File: src/rtl/lsu_mem_stage_if.sv
// lsu_mem_stage_if: data-memory handshake between the LSU and dmem
interface lsu_mem_stage_if;
  logic [31:0] op_data_addr;
  logic        op_data_wr;
  logic        op_data_rd;
  logic [3:0]  op_data_mask;
  logic [31:0] op_data_from_proc;
  logic        ip_data_valid;
  logic [31:0] ip_data_from_dmem;
  modport master (
    output op_data_addr, op_data_wr, op_data_rd, op_data_mask, op_data_from_proc,
    input  ip_data_valid, ip_data_from_dmem
  );
  modport slave (
    input  op_data_addr, op_data_wr, op_data_rd, op_data_mask, op_data_from_proc,
    output ip_data_valid, ip_data_from_dmem
  );
endinterface

File: src/rtl/lsu_mem_stage.sv
// lsu_mem_stage: MEM-stage load/store unit driving the data-memory handshake
module lsu_mem_stage #(
  parameter int TIMEOUT_CYCLES = 255,
  parameter int TIMEOUT_W = 8
) (
  input  logic                  clk,
  input  logic                  reset,
  input  logic                  ex_mem_valid,
  input  logic                  ex_mem_is_load,
  input  logic                  ex_mem_is_store,
  input  logic [2:0]            ex_mem_funct3,
  input  logic [31:0]           ex_mem_addr,
  input  logic [31:0]           ex_mem_store_data,
  lsu_mem_stage_if.master       dmem,
  output logic                  stall,
  output logic [31:0]           load_data,
  output logic                  load_done,
  output logic                  access_fault
);
  typedef enum logic [1:0] {IDLE, BUSY, DONE} state_t;
  localparam logic [TIMEOUT_W-1:0] LAST = TIMEOUT_W'(TIMEOUT_CYCLES - 1);
  state_t               state;
  logic [TIMEOUT_W-1:0] cnt;
  logic [1:0]           off;
  logic [2:0]           f3;
  logic                 is_ld;
  logic                 timed_out;
  logic                 req;
  logic                 illegal;
  logic                 misaligned;
  logic                 bad;
  logic                 accept;
  logic [31:0]          st_data;
  logic [3:0]           st_mask;
  logic [31:0]          ld_shift;
  logic [7:0]           ld_byte;
  logic [15:0]          ld_half;
  logic [31:0]          ld_ext;
  // Request legality, store lane formatting, load extraction and stall/fault outputs
  always_comb begin
    req        = ex_mem_valid & (ex_mem_is_load | ex_mem_is_store);
    illegal    = ex_mem_is_store ? (ex_mem_funct3[2] | (ex_mem_funct3[1:0] == 2'b11))
                                 : ((ex_mem_funct3[1:0] == 2'b11) | (ex_mem_funct3 == 3'b110));
    misaligned = ((ex_mem_funct3[1:0] == 2'b01) & ex_mem_addr[0]) |
                 ((ex_mem_funct3[1:0] == 2'b10) & (ex_mem_addr[1:0] != 2'b00));
    bad        = req & (illegal | misaligned);
    accept     = (state == IDLE) & req & ~bad;
    st_data    = (ex_mem_funct3[1:0] == 2'b00) ? {4{ex_mem_store_data[7:0]}} :
                 (ex_mem_funct3[1:0] == 2'b01) ? {2{ex_mem_store_data[15:0]}} : ex_mem_store_data;
    st_mask    = ex_mem_is_load ? 4'b1111 :
                 (ex_mem_funct3[1:0] == 2'b00) ? 4'b0001 << ex_mem_addr[1:0] :
                 (ex_mem_funct3[1:0] == 2'b01) ? (ex_mem_addr[1] ? 4'b1100 : 4'b0011) : 4'b1111;
    ld_shift   = dmem.ip_data_from_dmem >> {off, 3'b000};
    ld_byte    = ld_shift[7:0];
    ld_half    = off[1] ? dmem.ip_data_from_dmem[31:16] : dmem.ip_data_from_dmem[15:0];
    ld_ext     = (f3 == 3'b000) ? {{24{ld_byte[7]}}, ld_byte} :
                 (f3 == 3'b100) ? {24'h0, ld_byte} :
                 (f3 == 3'b001) ? {{16{ld_half[15]}}, ld_half} :
                 (f3 == 3'b101) ? {16'h0, ld_half} : dmem.ip_data_from_dmem;
    stall        = ~reset & (accept | (state == BUSY));
    load_done    = ~reset & (state == DONE) & is_ld & ~timed_out;
    access_fault = ~reset & (((state == IDLE) & bad) | ((state == DONE) & timed_out));
  end
  // IDLE -> BUSY on a legal request, BUSY -> DONE on completion or timeout, DONE -> IDLE
  always_ff @(posedge clk) begin
    if (reset) begin
      state                  <= IDLE;
      cnt                    <= '0;
      off                    <= '0;
      f3                     <= '0;
      is_ld                  <= 1'b0;
      timed_out              <= 1'b0;
      load_data              <= '0;
      dmem.op_data_addr      <= '0;
      dmem.op_data_wr        <= 1'b0;
      dmem.op_data_rd        <= 1'b0;
      dmem.op_data_mask      <= '0;
      dmem.op_data_from_proc <= '0;
    end else begin
      case (state)
        IDLE: if (accept) begin
          dmem.op_data_addr      <= {ex_mem_addr[31:2], 2'b00};
          dmem.op_data_mask      <= st_mask;
          dmem.op_data_from_proc <= st_data;
          dmem.op_data_rd        <= ex_mem_is_load;
          dmem.op_data_wr        <= ex_mem_is_store;
          off                    <= ex_mem_addr[1:0];
          f3                     <= ex_mem_funct3;
          is_ld                  <= ex_mem_is_load;
          timed_out              <= 1'b0;
          cnt                    <= '0;
          state                  <= BUSY;
        end
        BUSY: if (dmem.ip_data_valid) begin
          dmem.op_data_rd <= 1'b0;
          dmem.op_data_wr <= 1'b0;
          load_data       <= is_ld ? ld_ext : load_data;
          state           <= DONE;
        end else if (cnt == LAST) begin
          dmem.op_data_rd <= 1'b0;
          dmem.op_data_wr <= 1'b0;
          timed_out       <= 1'b1;
          state           <= DONE;
        end else begin
          cnt <= cnt + 1'b1;
        end
        default: state <= IDLE;
      endcase
    end
  end
endmodule

File: src/flat_wrapper.sv
// flat-port wrapper written by rule: the top's interface ports become plain ports
module lsu_mem_stage_flat 
#(
  parameter int TIMEOUT_CYCLES = 255,
  parameter int TIMEOUT_W = 8
)
  (clk, reset, ex_mem_valid, ex_mem_is_load, ex_mem_is_store, ex_mem_funct3, ex_mem_addr, ex_mem_store_data, stall, load_data, load_done, access_fault, dmem_op_data_addr, dmem_op_data_wr, dmem_op_data_rd, dmem_op_data_mask, dmem_op_data_from_proc, dmem_ip_data_valid, dmem_ip_data_from_dmem);
  lsu_mem_stage_if dmem_i ();
  input  logic clk;
  input  logic reset;
  input  logic ex_mem_valid;
  input  logic ex_mem_is_load;
  input  logic ex_mem_is_store;
  input  logic [2:0] ex_mem_funct3;
  input  logic [31:0] ex_mem_addr;
  input  logic [31:0] ex_mem_store_data;
  output logic stall;
  output logic [31:0] load_data;
  output logic load_done;
  output logic access_fault;
  output wire logic [$bits(dmem_i.op_data_addr)-1:0] dmem_op_data_addr;
  output wire logic [$bits(dmem_i.op_data_wr)-1:0] dmem_op_data_wr;
  output wire logic [$bits(dmem_i.op_data_rd)-1:0] dmem_op_data_rd;
  output wire logic [$bits(dmem_i.op_data_mask)-1:0] dmem_op_data_mask;
  output wire logic [$bits(dmem_i.op_data_from_proc)-1:0] dmem_op_data_from_proc;
  input wire logic [$bits(dmem_i.ip_data_valid)-1:0] dmem_ip_data_valid;
  input wire logic [$bits(dmem_i.ip_data_from_dmem)-1:0] dmem_ip_data_from_dmem;
  assign dmem_op_data_addr = dmem_i.op_data_addr;
  assign dmem_op_data_wr = dmem_i.op_data_wr;
  assign dmem_op_data_rd = dmem_i.op_data_rd;
  assign dmem_op_data_mask = dmem_i.op_data_mask;
  assign dmem_op_data_from_proc = dmem_i.op_data_from_proc;
  assign dmem_i.ip_data_valid = dmem_ip_data_valid;
  assign dmem_i.ip_data_from_dmem = dmem_ip_data_from_dmem;
  lsu_mem_stage #(.TIMEOUT_CYCLES(TIMEOUT_CYCLES), .TIMEOUT_W(TIMEOUT_W)) u_core (.clk(clk), .reset(reset), .ex_mem_valid(ex_mem_valid), .ex_mem_is_load(ex_mem_is_load), .ex_mem_is_store(ex_mem_is_store), .ex_mem_funct3(ex_mem_funct3), .ex_mem_addr(ex_mem_addr), .ex_mem_store_data(ex_mem_store_data), .dmem(dmem_i), .stall(stall), .load_data(load_data), .load_done(load_done), .access_fault(access_fault));
endmodule
File: config.mk
export PLATFORM = sky130hd
export DESIGN_NAME = lsu_mem_stage_flat
export DESIGN_NICKNAME = d
export VERILOG_FILES = /design/src/rtl/lsu_mem_stage_if.sv /design/src/rtl/lsu_mem_stage.sv /design/src/flat_wrapper.sv
export SDC_FILE = /design/constraint.sdc
export NUM_CORES = 1
export LEC_CHECK = 0
export BUFFER_PORTS_ARGS = -buffer_cell sky130_fd_sc_hd__clkbuf_2
export CAP_MARGIN = 20
export CORE_UTILIZATION = 49
export DETAILED_ROUTE_END_ITERATION = 10
export GPL_TIMING_DRIVEN = 0
export MAX_ROUTING_LAYER = met4
export PLACE_DENSITY = 0.81
export SLEW_MARGIN = 20
export SYNTH_ARGS = -nofsm -noshare
export SYNTH_HDL_FRONTEND = slang
export SYNTH_SLANG_ARGS = --single-unit
File: constraint.sdc
create_clock -name clk -period 2.4 [get_ports clk]
set_input_delay 0.24 -clock clk [delete_from_list [all_inputs] [get_ports clk]]
set_output_delay 0.24 -clock clk [all_outputs]
set_load 0.01 [all_outputs]
==> results list, run 1 <==
* Routed wire per std cell: roughly 17 um
- Full die area: 11260 um^2
- Outcome: complete, no violations
* Max transition margin: around 50%
- Dividing the final minimum period by the clock period gives between 90 and 100%.
- Setup TNS: 0 ns
- In this run the number of H-tree levels came out at 4.
- CP max stage cell: sky130_fd_sc_hd__dfxtp_1
* Fill cell count: slightly above 800
- The worst setup path is captured at a primary output.
- Height of the die: 106.1 um
- Leading post-synthesis cells by cell area: sky130_fd_sc_hd__dfxtp_1, sky130_fd_sc_hd__nand2_1, sky130_fd_sc_hd__a21oi_1
- Vias in the first global route: 5974
* Site row count: 37
* HP Start: ex_mem_store_data[4]
- Before antenna repair, the detailed router went through 5 iterations.
- TritonCTS Buffers: 17
- GRT Resource Usage Total: 33.27%
- The Yosys step of the flow raised 0 warnings.
* Slew Viols, Final: 0
* Cell-by-cell trace of the critical path: nor2_2, o2111ai_4, clkbuf_2, a21oi_1, clkbuf_2
* Post-layout util: between 70% and 80%
* Layout cell share with drive strength beyond 1: between 30 and 40%
- Leakage component of the power: about 3.1 nW
- Between clock sinks in the finished design, the worst skew comes to about 0.013 ns.
* Setup CP Type: reg2out
* Clock edge transition at the registers on the reported setup and hold paths: 0.06 ns
- Distinct cell type count of the synthesized netlist: 48
- N_diodes: 0
- The multi-input combinational cells in the finished layout cover a total of 2725 um^2.
- Number of cells produced by synthesis: 625
- Width of the die: 106.1 um
* Proportion of synthesized flip-flops having asynchronous set or reset: 0%
- At the pin with the least slew margin, the transition time is ~0.74 ns.
- Final setup fails: 0
- Least setup slack across all paths after layout: 0.1353 ns
- Measured in cells, the most critical reg-to-reg path has a length of 6.
- Commonest cells in the synthesized netlist: sky130_fd_sc_hd__nand2_1, sky130_fd_sc_hd__dfxtp_1, sky130_fd_sc_hd__a21oi_1
- The clock reaches the later pin of the worst-skew pair after 0.52 ns.
- After layout, the design draws a total of 5.027 mW.
- Overflow left after global routing: 0
- Required time at the worst-slack endpoint: 2.16 ns
* HPWL reported at the end of detailed placement: 12.91 mm
- CP Data Arrival Time: 2.02 ns
- Clock root buffer master: sky130_fd_sc_hd__clkbuf_8
- For this design, the sink count on the clock tree is 117.
- Total area of sequential cells: ~2300 um^2
- The worst register-to-register path begins at u_core.off[0]$_SDFFE_PP0P_.
- The final-report hold violation count is 0.
* Final wirelength: 17.95 mm
- Drc violations: 0
* Delay contributed by the slowest stage of the critical path: between 0.3 and 0.4 ns
* # nets final: 988
- Dividing total power by cell area gives a power density of 680.2 nW/um^2.
* Post-Synthesis Cell Area: 5309 um^2
- The detailed router placed 5852 vias in this run.
- The synthesized design contains 0 enable-type register cells.
- The largest total area in the synthesized netlist belongs to sky130_fd_sc_hd__dfxtp_1.
- Flip-flop cell with the highest count after synthesis: sky130_fd_sc_hd__dfxtp_1
* Area overhead of the layout relative to synthesis: 39.19%
- The longest clock path from root to sink contains 2 buffers.
- Setup crit start: u_core.state[1]$_SDFFE_PP0P_
- Entering global routing, the biggest net connects 17 pins.
- Placed Area: between 6000 and 7000 um^2
* Average footprint of a synthesized cell: 8.494 um^2
* Top-count cell post-synth: sky130_fd_sc_hd__nand2_1
- For this run, the top clock speed supported by timing is 441.6 MHz.
- The min-delay analysis places its worst path in the category in2reg.
* Initial standard-cell utilization of the core: 50.97%
* Kind of start point of the critical path: flop
- Avg Vias per Cell: 5.682
- Cells on Worst Hold Path: 3
* Area share of the largest cell type after synthesis: 44.12%
- Once the clock tree was built, the setup fixing pass inserted 0 buffers.
* Post-Layout Inst Area: 7390 um^2
* Most Frequent Cell on Critical Path: sky130_fd_sc_hd__clkbuf_2
- Prior to clock tree synthesis, the placed netlist has a worst setup slack of 0.3109 ns.
* Standard cell core area: 10420 um^2
- Worst-path maximum fanout: 10
* Top Ports: 210
* Clock period minus final worst setup slack: 2.265 ns
* RSZ-0062 raised after global routing: no
- The count of buffers added on input and output ports is 205.
* Wire length of the first global-routing pass: roughly 28 mm
* Maximum Capacitance Violations: 0
- Of the synthesized area, sequential elements account for roughly 44%.
- Flip-flop and latch count after synthesis: 117
* Remaining antenna violation count after routing: 0
- TritonCTS built the clock tree.
- The number of antenna violations at the first check in global routing is 0.
- IR drop worst, VDD: 0.4404 mV
* RD Place Congestion: about 0.94
- Violation count after the first detailed-routing iteration: 424
-- kinds of logic (layout without fill, tap and decap cells) --
kind of cell / Yosys count / count (layout) / share of synthesized area (%)
and+or+nand+nor: 236 / 236 / 18.90
AOI/OAI and AO/OA: 170 / 170 / 21.09
DFF: 117 / 117 / 44.12
buffers and inverters: 54 / 322 / 4.878
muxes: 40 / 40 / 9.639
xor gates and xnor gates: 5 / 5 / 0.8250
adders and majority gates: 2 / 2 / 0.4713
other: 1 / 2 / 0.07064
-- worst paths after layout --
| kind | slack (ns) | to |
|---|---|---|
| max | 0.14 | stall |
| min | 0.01 | u_core.dmem.op_data_from_proc[4]$_SDFFE_PP0P_ |
| max reg2reg | 0.50 | u_core.load_data[13]$_SDFFE_PP0P_ |
| min reg2reg | 0.46 | u_core.dmem.op_data_addr[21]$_SDFFE_PP0P_ |
-- cells in the final DEF, fill, tap and decap left out, drive strengths merged, types with 2 or more instances in the layout --
master,instances
o21a,8
ha,2
mux4,8
conb,2
clkbuf,252
a211o,2
clkinvlp,4
inv,8
mux2i,23
xnor2,3
nor2,57
nor4,2
a211oi,29
mux2,9
xor2,2
nand2b,11
a21oi,69
nor3,11
nand2,133
a22oi,2
buf,20
dfxtp,117
o21ai,34
nand3b,2
a31oi,2
nand3,8
and3,2
clkinv,6
nand4,2
a311oi,8
o211ai,10
dlygate4sd3,31
-- stage by stage --
step                std cells  hold slack [ns]
floorplan                 626           0.3760
detailed placement        967           0.4459
finish                   1030          0.01330
CTS                      1030         0.003929
global route             1030          0.01001
global placement          967           0.4426
-- metal layers --
metal / share of wire, % / up-vias / global-route usage (%)
met5: 0 / - / -
met4: 3.8 / 0 / 18.06
met3: 7.7 / 66 / 8.277
met2: 51 / 309 / 58.17
met1: 38 / 2774 / 34.36
li1: - / 2703 / -
-- report_power, final --
| group | leakage, nW | internal, mW | total (mW) | switching (mW) |
|---|---|---|---|---|
| Sequential | 0.948 | 2.00 | 2.04 | 0.0386 |
| Combinational | 1.89 | 0.263 | 0.616 | 0.353 |
| Clock | 0.264 | 1.41 | 2.37 | 0.963 |
| Total | 3.10 | 3.67 | 5.03 | 1.35 |
-- sequential cells by signal (all words and copies together), names as in the netlist --
register	cells
u_core.cnt	8
u_core.dmem.op_data_addr	30
u_core.off	2
u_core.timed_out	1
u_core.is_ld	1
u_core.f3	3
u_core.dmem.op_data_from_proc	32
u_core.state	2
u_core.dmem.op_data_wr	1
u_core.dmem.op_data_rd	1
u_core.load_data	32
u_core.dmem.op_data_mask	4
-- area by class of cell --
type	instances	area share [%]
plain buffers	49	3.268
clock buffers	18	5.791
clock inverters	14	1.727
inverters	5	0.2540
multi-input cells	455	36.88
flip-flops and latches	117	31.70
well taps	136	2.303
repair buffers	236	18.08
-- what timing repair did --
item / CTS / global route
endpoints found under the hold margin: 31 / 0
endpoints found under the setup margin: 1 / 1
hold buffers: 31 / 0
gates resized for setup: 1 / 2
-- critical path, delay by kind of cell, from the launching register on --
| family | cells | cell delay [ns] |
|---|---|---|
| flip-flops | 1 | 0.37 |
| buffers and inverters | 2 | 0.44 |
| AND/OR/NAND/NOR | 1 | 0.23 |
| AO/OA/AOI/OAI | 2 | 0.47 |
(Power assumes the default switching activity.)
==> run 2: changes to the inputs <==
- CELL_PAD_IN_SITES_DETAIL_PLACEMENT: unset -> 0
- CELL_PAD_IN_SITES_GLOBAL_PLACEMENT: unset -> 1
- CORE_UTILIZATION: 49 -> 35
- PLACE_DENSITY: 0.81 -> unset
- PLACE_DENSITY_LB_ADDON: unset -> 0.1
- clock period: 2.4 -> 2.3 ns (I/O delays scaled with it)
==> results list, run 2 (synthesis results as in run 1) <==
- Cells on Worst Hold Path: 3
* RD Place Congestion: 0.8784
* Worst Hold End: u_core.dmem.op_data_addr[10]$_SDFFE_PP0P_
- Data on the critical path is required at its endpoint by roughly 2.1 ns.
- Counting cells, the worst reg-to-reg path comes to 6.
* RR Startpoint: u_core.off[0]$_SDFFE_PP0P_
- The die covers 15670 um^2.
- Relative to the synthesized area, the layout overhead comes to 36.30%.
- GRT Resource Usage Total: 23.24%
- Vias in the first global route: 5309
- Cell-by-cell trace of the critical path: nor2_2, o2111ai_4, a21oi_1, clkbuf_2
* Skew-Pair Late Insertion Delay: approximately 0.42 ns
- Clock tree synthesis inserted a total of 17 buffers.
- Height of the die: between 100 and 150 um
- The library cell used most frequently in the layout, excluding fill and tap cells, is sky130_fd_sc_hd__clkbuf_2.
- FMAX: 477.3 MHz
- Least setup slack across all paths after layout: 0.2048 ns
* Register-to-Register Setup Slack: 0.40 ns
- The worst-case IR drop observed on VDD is 0.4690 mV.
* Final wirelength: between 15 and 20 mm
- CTS placed an instance of sky130_fd_sc_hd__clkbuf_16 at the clock tree root.
- In this run the standard cell core region covers 14640 um^2.
- At the worst endpoint, the arrival time is 1.87 ns.
- Maximum Capacitance Violations: 0
* Kind of start point of the critical path: flop
* Transition at the pin with the smallest max-transition slack: about 0.8 ns
- After the flow finishes, the layout carries non-filler instances totaling 1046.
- In the final routed layout, each cell accounts on average for 16.38 um.
- The number of antenna violations at the first check in global routing came to 0.
* Initial standard-cell utilization of the core: 36.25%
- Wire length of the first global-routing pass: 27.45 mm
- The min-delay analysis places its worst path in the category in2reg.
- Worst-path maximum fanout: 16
* # nets final: between 900 and 1000
* Maximum buffer depth of the clock tree: 2
* Delay contributed by the slowest stage of the critical path: 0.37 ns
* Biggest registers after layout: u_core.dmem.op_data_from_proc (32), u_core.load_data (32), u_core.dmem.op_data_addr (30)
* Violations in the final reports: DRC
- STA classifies the critical path endpoint as a primary output.
- In the finished design, the share of the clock period the worst path needs comes to 91.10%.
* Power per cell area: 780.5 nW/um^2
* HP Start: ex_mem_addr[10]
* Setup CP Type: reg2out
- Total power for the finished layout comes to 5.648 mW.
- Entering global routing, the biggest net connects 17 pins.
- Layout Skew: between 0.009 and 0.01 ns
- Delay-heaviest family, CP: compound AO/OA/AOI/OAI gates
* Number of endpoints with negative hold slack in the final report: 0
* Overflow left after global routing: 0
- HPWL reported at the end of detailed placement: 13.23 mm
- Counting every sink on the clock net gives ~120.
- Fill cell count: 1471
- At the placement stage, the worst setup path has a slack of 0.1008 ns.
- The max-slew violation total from the final report came to 0.
* Count of input and output buffers: 205
- Leading cell types in the layout, fill and taps excluded: sky130_fd_sc_hd__clkbuf_2, sky130_fd_sc_hd__nand2_1, sky130_fd_sc_hd__dfxtp_1, sky130_fd_sc_hd__a21oi_1, sky130_fd_sc_hd__nor2_1
* Clock edge transition at the registers on the reported setup and hold paths: 0.05 ns
* Setup TNS: 0 ns
- Avg Vias per Cell: between 5 and 6
- In this run the count of I/O pins placed on the die edge is between 200 and 250.
- After clock tree synthesis, the setup repair step added 0 buffers.
- In this run the horizontal extent of the chip is 125.2 um.
- Max transition margin: 45.30%
- CTS H-Tree Depth: 4
- Leakage component of the power: 3.015 nW
* CP max stage cell: sky130_fd_sc_hd__dfxtp_1
- Via total after detailed routing: 5308
- Count of buffer and inverter cells on the critical path: 1
* Initial DRT Pass Iterations: 11
- The floorplan has 44 rows.
- For this design, the CTS-stage hold fixing added 0 buffers.
- CTS tree: done
- Setup repair after global routing left no endpoint under its margin.
- Outcome: finished with violations
- Endpoint of the worst-slack reg-to-reg timing path: u_core.load_data[14]$_SDFFE_PP0P_
- Post-Place Cells: 1015
* Final setup fails: 0
* Post-layout util: between 40% and 50%
- Clock period minus final worst setup slack: approximately 2.1 ns
- The first routing iteration left 247 violations.
- In the routed design, unresolved DRC markers number 16.
- The repair_antennas step left the layout with diodes totalling 0.
* Remaining antenna violation count after routing: 0
* Layout cell share with drive strength beyond 1: 33.64%
[run 2: cell count changes in the layout (fill, tap and decap cells not counted)]
| cell | delta |
|---|---|
| sky130_fd_sc_hd__clkbuf_2 | -1 |
| sky130_fd_sc_hd__inv_6 | -3 |
| sky130_fd_sc_hd__bufinv_16 | +4 |
| sky130_fd_sc_hd__dlygate4sd3_1 | -31 |
| sky130_fd_sc_hd__clkinv_4 | -2 |
| sky130_fd_sc_hd__clkbuf_16 | +1 |
[run 2: how the worst max path moves through the flow]
| stage | startpoint | to | slack, ns | cells past startpoint |
|---|---|---|---|---|
| global route | u_core.state[1]$_SDFFE_PP0P_ | stall | 0.06 | 4 |
| finish | u_core.state[1]$_SDFFE_PP0P_ | stall | 0.20 | 4 |
| floorplan | u_core.off[0]$_SDFFE_PP0P_ | u_core.load_data[12]$_SDFFE_PP0P_ | 0.62 | 6 |
| global placement | ex_mem_addr[0] | stall | 0.13 | 6 |
| detailed placement | ex_mem_addr[1] | stall | 0.10 | 6 |
| CTS | u_core.state[1]$_SDFFE_PP0P_ | stall | 0.07 | 5 |
[run 2: area by class of cell]
| class | count | area, um^2 | area share [%] |
|---|---|---|---|
| Clock buffer | 19 | 452.9 | 6.260 |
| Inverter | 5 | 18.77 | 0.2594 |
| Multi-Input combinational cell | 455 | 2725 | 37.66 |
| Timing Repair Buffer | 205 | 1026 | 14.18 |
| Buffer | 48 | 236.5 | 3.268 |
| Clock inverter | 13 | 203.9 | 2.819 |
| Tap cell | 184 | 230.2 | 3.182 |
| Sequential cell | 117 | 2342 | 32.37 |
[run 2: through the flow]
stage | hold slack [ns] | area (um^2)
floorplan | 0.3660 | 5313
global placement | 0.4424 | 6569
detailed placement | 0.4499 | 6569
CTS | 0.02148 | 7241
global route | 0.02741 | 7236
finish | 0.03012 | 7236
[run 2: what timing repair did]
| action | in CTS | in global routing |
|---|---|---|
| gates cloned | 0 | 0 |
| endpoints found under the setup margin | 1 | 1 |
| resized for setup | 3 | 0 |
[run 2: metal layers]
| layer | share of wire [%] | track usage [%] | up-vias |
|---|---|---|---|
| met5 | 0 | - | - |
| met4 | 1.1 | 6.169 | 0 |
| met3 | 6.8 | 7.146 | 15 |
| met2 | 50 | 39.01 | 170 |
| met1 | 42 | 26.82 | 2487 |
| li1 | - | - | 2636 |
[run 2: worst register-to-register path, cell delays in order, from the launching register on]
cell	delay, ns
sky130_fd_sc_hd__dfxtp_1	0.32
sky130_fd_sc_hd__buf_6	0.18
sky130_fd_sc_hd__mux4_2	0.56
sky130_fd_sc_hd__a31oi_4	0.32
sky130_fd_sc_hd__buf_6	0.20
sky130_fd_sc_hd__o21a_1	0.14
sky130_fd_sc_hd__nor3_1	0.05
[run 2: power breakdown]
group / switching (mW) / internal (mW) / total (mW) / leakage (nW)
Clock: 0.957 / 1.97 / 2.93 / 0.311
Combinational: 0.350 / 0.240 / 0.589 / 1.76
Sequential: 0.0375 / 2.09 / 2.13 / 0.948
Total: 1.34 / 4.30 / 5.65 / 3.02
==> run 3: changes to the inputs <==
- GPL_TIMING_DRIVEN: 0 -> unset
- RECOVER_POWER: unset -> 100
==> results list, run 3 (synthesis results as in run 1) <==
* Number of resized instances in the post-cts repair step: 0
- Along the worst path, the maximum fanout reaches 15.
- Counting the buffers created by CTS gives 17.
* Critical Path Sink Type: flop
* Drc violations: 18
- The sequential cells in the finished layout cover a total of about 2300 um^2.
- Cts hold-fix bufs: 0
* Layout Skew: approximately 0.007 ns
* Total length of routed met3 wires: approximately 1.1 mm
- Once detail routing completed, the nets flagged for antenna violations numbered 0.
- From left edge to right edge, the die measures 125.2 um.
- Clock edge transition at the registers on the reported setup and hold paths: 0.05 ns
- Once layout is done, the placed cells without fillers occupy 6888 um^2.
* IR drop worst, VDD: 0.4971 mV
- The final layout contains 926 nets.
* CP Data Arrival Time: approximately 2.4 ns
- The tree is rooted in a sky130_fd_sc_hd__clkbuf_16.
* Delay contributed by the slowest stage of the critical path: 0.50 ns
- The flow ran to the end, but the final reports show violations.
* Fill cell count: 1532
- The first global-routing pass estimated 26.27 mm of wire.
- Full die area: approximately 16000 um^2
* Standard cell core area: 14640 um^2
- Summing all placed instances gives a cell area of 6509 um^2.
- Area overhead of the layout relative to synthesis: 29.74%
- The worst pin sits at a relative slew slack of 36.95%.
- The wire-length estimate of the detail-placed layout is 11.63 mm.
* Height of the die: 125.2 um
- Overflow left after global routing: 0
- Count of input and output buffers: roughly 210
- On the final layout, the worst hold slack is 0.03570 ns.
- CTS tree: done
- For this design the static power due to leakage is 2.570 nW.
* Transition at the pin with the smallest max-transition slack: approximately 0.95 ns
- The worst setup path is of the reg2reg kind.
- For this run, the detailed router's first-pass iteration total came to 8.
* Routed wire per std cell: 16.05 um
- Entering global routing, the biggest net connects 73 pins.
- In this run the power density over the cells is 743.1 nW/um^2.
- The floorplan has 44 rows.
- Uppermost signal routing layer after detailed routing: met4
- 210 I/O pins were placed.
- The clock tree synthesis step divided the H-tree into 4 levels.
- Worst hold path class: in2reg
* Number of endpoints with negative hold slack in the final report: 0
* RSZ-0062 raised after global routing: no
* Sinks on the clock net: 117
* GRT Resource Usage Total: 21.97%
- Total met2 wirelength after detailed routing: 7.682 mm
- The number of antenna diodes in the final layout is 0.
- For the finished layout, the period the worst path requires is 2.105 ns.
- The max-slew violation total from the final report was 0.
- Leading cell type in the layout, fill and taps excluded: sky130_fd_sc_hd__nand2_1
* M1 WL: roughly 7.2 mm
- Once the clock tree was built, the setup fixing pass inserted 0 buffers.
- Layout cell share with drive strength beyond 1: about a fifth
* Initial standard-cell utilization of the core: between 30 and 40%
- Violations in the final reports: DRC
- The number of antenna violations at the first check in global routing came to 0.
- CP max stage cell: sky130_fd_sc_hd__clkbuf_1
- Violation count after the first detailed-routing iteration: roughly 270
- In this run the deepest clock path goes through 2 buffers.
- Kind of start point of the critical path: flop
* Leading cell types in the layout, fill and taps excluded: sky130_fd_sc_hd__nand2_1, sky130_fd_sc_hd__dfxtp_1, sky130_fd_sc_hd__clkbuf_1, sky130_fd_sc_hd__clkbuf_2, sky130_fd_sc_hd__a21oi_1
* Final wirelength: 16.27 mm
- RD Place Congestion: 0.8218
- Across the run, the number of max-cap violations was 0.
- Dividing the detail-routed via count by the number of cells gives 5.085.
- Data on the critical path is required at its endpoint by 2.58 ns.
* Via total after detailed routing: 5156
* Vias in the first global route: 5091
* Setup TNS: 0 ns
- Multi-input logic area: 2719 um^2
- For the worst-skew pair, the clock arrives at the later sink with an insertion delay of 0.41 ns.
- Setup violations remaining at the end of the flow were counted as 0.
- Cell-by-cell trace of the critical path: clkbuf_1, nand3b_1, clkbuf_2, mux2_2, o211ai_1, a21oi_1
- Biggest registers after layout: u_core.dmem.op_data_from_proc (32), u_core.load_data (32), u_core.dmem.op_data_addr (30)
- FMAX: roughly 480 MHz
- In the finished design, the share of the clock period the worst path needs comes to between 90% and 100%.
run 3: path summary, 6_finish.rpt:
kind                                             startpoint                                   endpoint  slack, ns  depth (start not counted)
setup reg to reg                 u_core.off[1]$_SDFFE_PP0P_           u_core.load_data[2]$_SDFFE_PP0P_       0.20                          6
hold reg to reg   u_core.dmem.op_data_addr[18]$_SDFFE_PP0P_  u_core.dmem.op_data_addr[18]$_SDFFE_PP0P_       0.45                          2
hold / removal                               ex_mem_addr[4]   u_core.dmem.op_data_addr[4]$_SDFFE_PP0P_       0.04                          3
setup / recovery                 u_core.off[1]$_SDFFE_PP0P_           u_core.load_data[2]$_SDFFE_PP0P_       0.20                          6
run 3: area by class of cell:
type / count / share of cell area, %
Sequential cell: 117 / 34.01
Clock inverter: 4 / 0.6903
Multi-Input combinational cell: 455 / 39.47
Timing Repair Buffer: 223 / 15.11
Inverter: 5 / 0.2725
Clock buffer: 26 / 7.103
Tap cell: 184 / 3.342
run 3: stage by stage:
stage | util [%] | std cells | setup WS, ns | power [mW]
floorplan | - | 626 | 0.6213 | 2.485
global placement | 44.45 | 984 | 0.4278 | 2.730
detailed placement | 44.45 | 984 | 0.3815 | 2.742
CTS | 48.11 | 1014 | 0.2381 | 5.199
global route | 47.04 | 1014 | 0.06332 | 5.341
finish | 47.04 | 1014 | 0.1955 | 5.119
run 3: power breakdown:
| group | internal [mW] | total (mW) | switching, mW |
|---|---|---|---|
| clock network | 1.55 | 2.44 | 0.887 |
| logic | 0.218 | 0.549 | 0.331 |
| registers | 2.09 | 2.13 | 0.0365 |
| total | 3.86 | 5.12 | 1.25 |
run 3: worst max-delay path: cells and delay by family (launching register included):
kind / cells / cell delay (ns)
AOI/OAI and AO/OA: 2 / 0.31
DFF: 1 / 0.34
buffers and inverters: 2 / 0.83
muxes: 1 / 0.36
and+or+nand+nor: 1 / 0.13
run 3: per-layer routing:
metal	global-route usage [%]	vias up
met5	-	-
met3	5.991	23
met2	34.37	161
met4	8.967	0
met1	26.69	2395
li1	-	2577
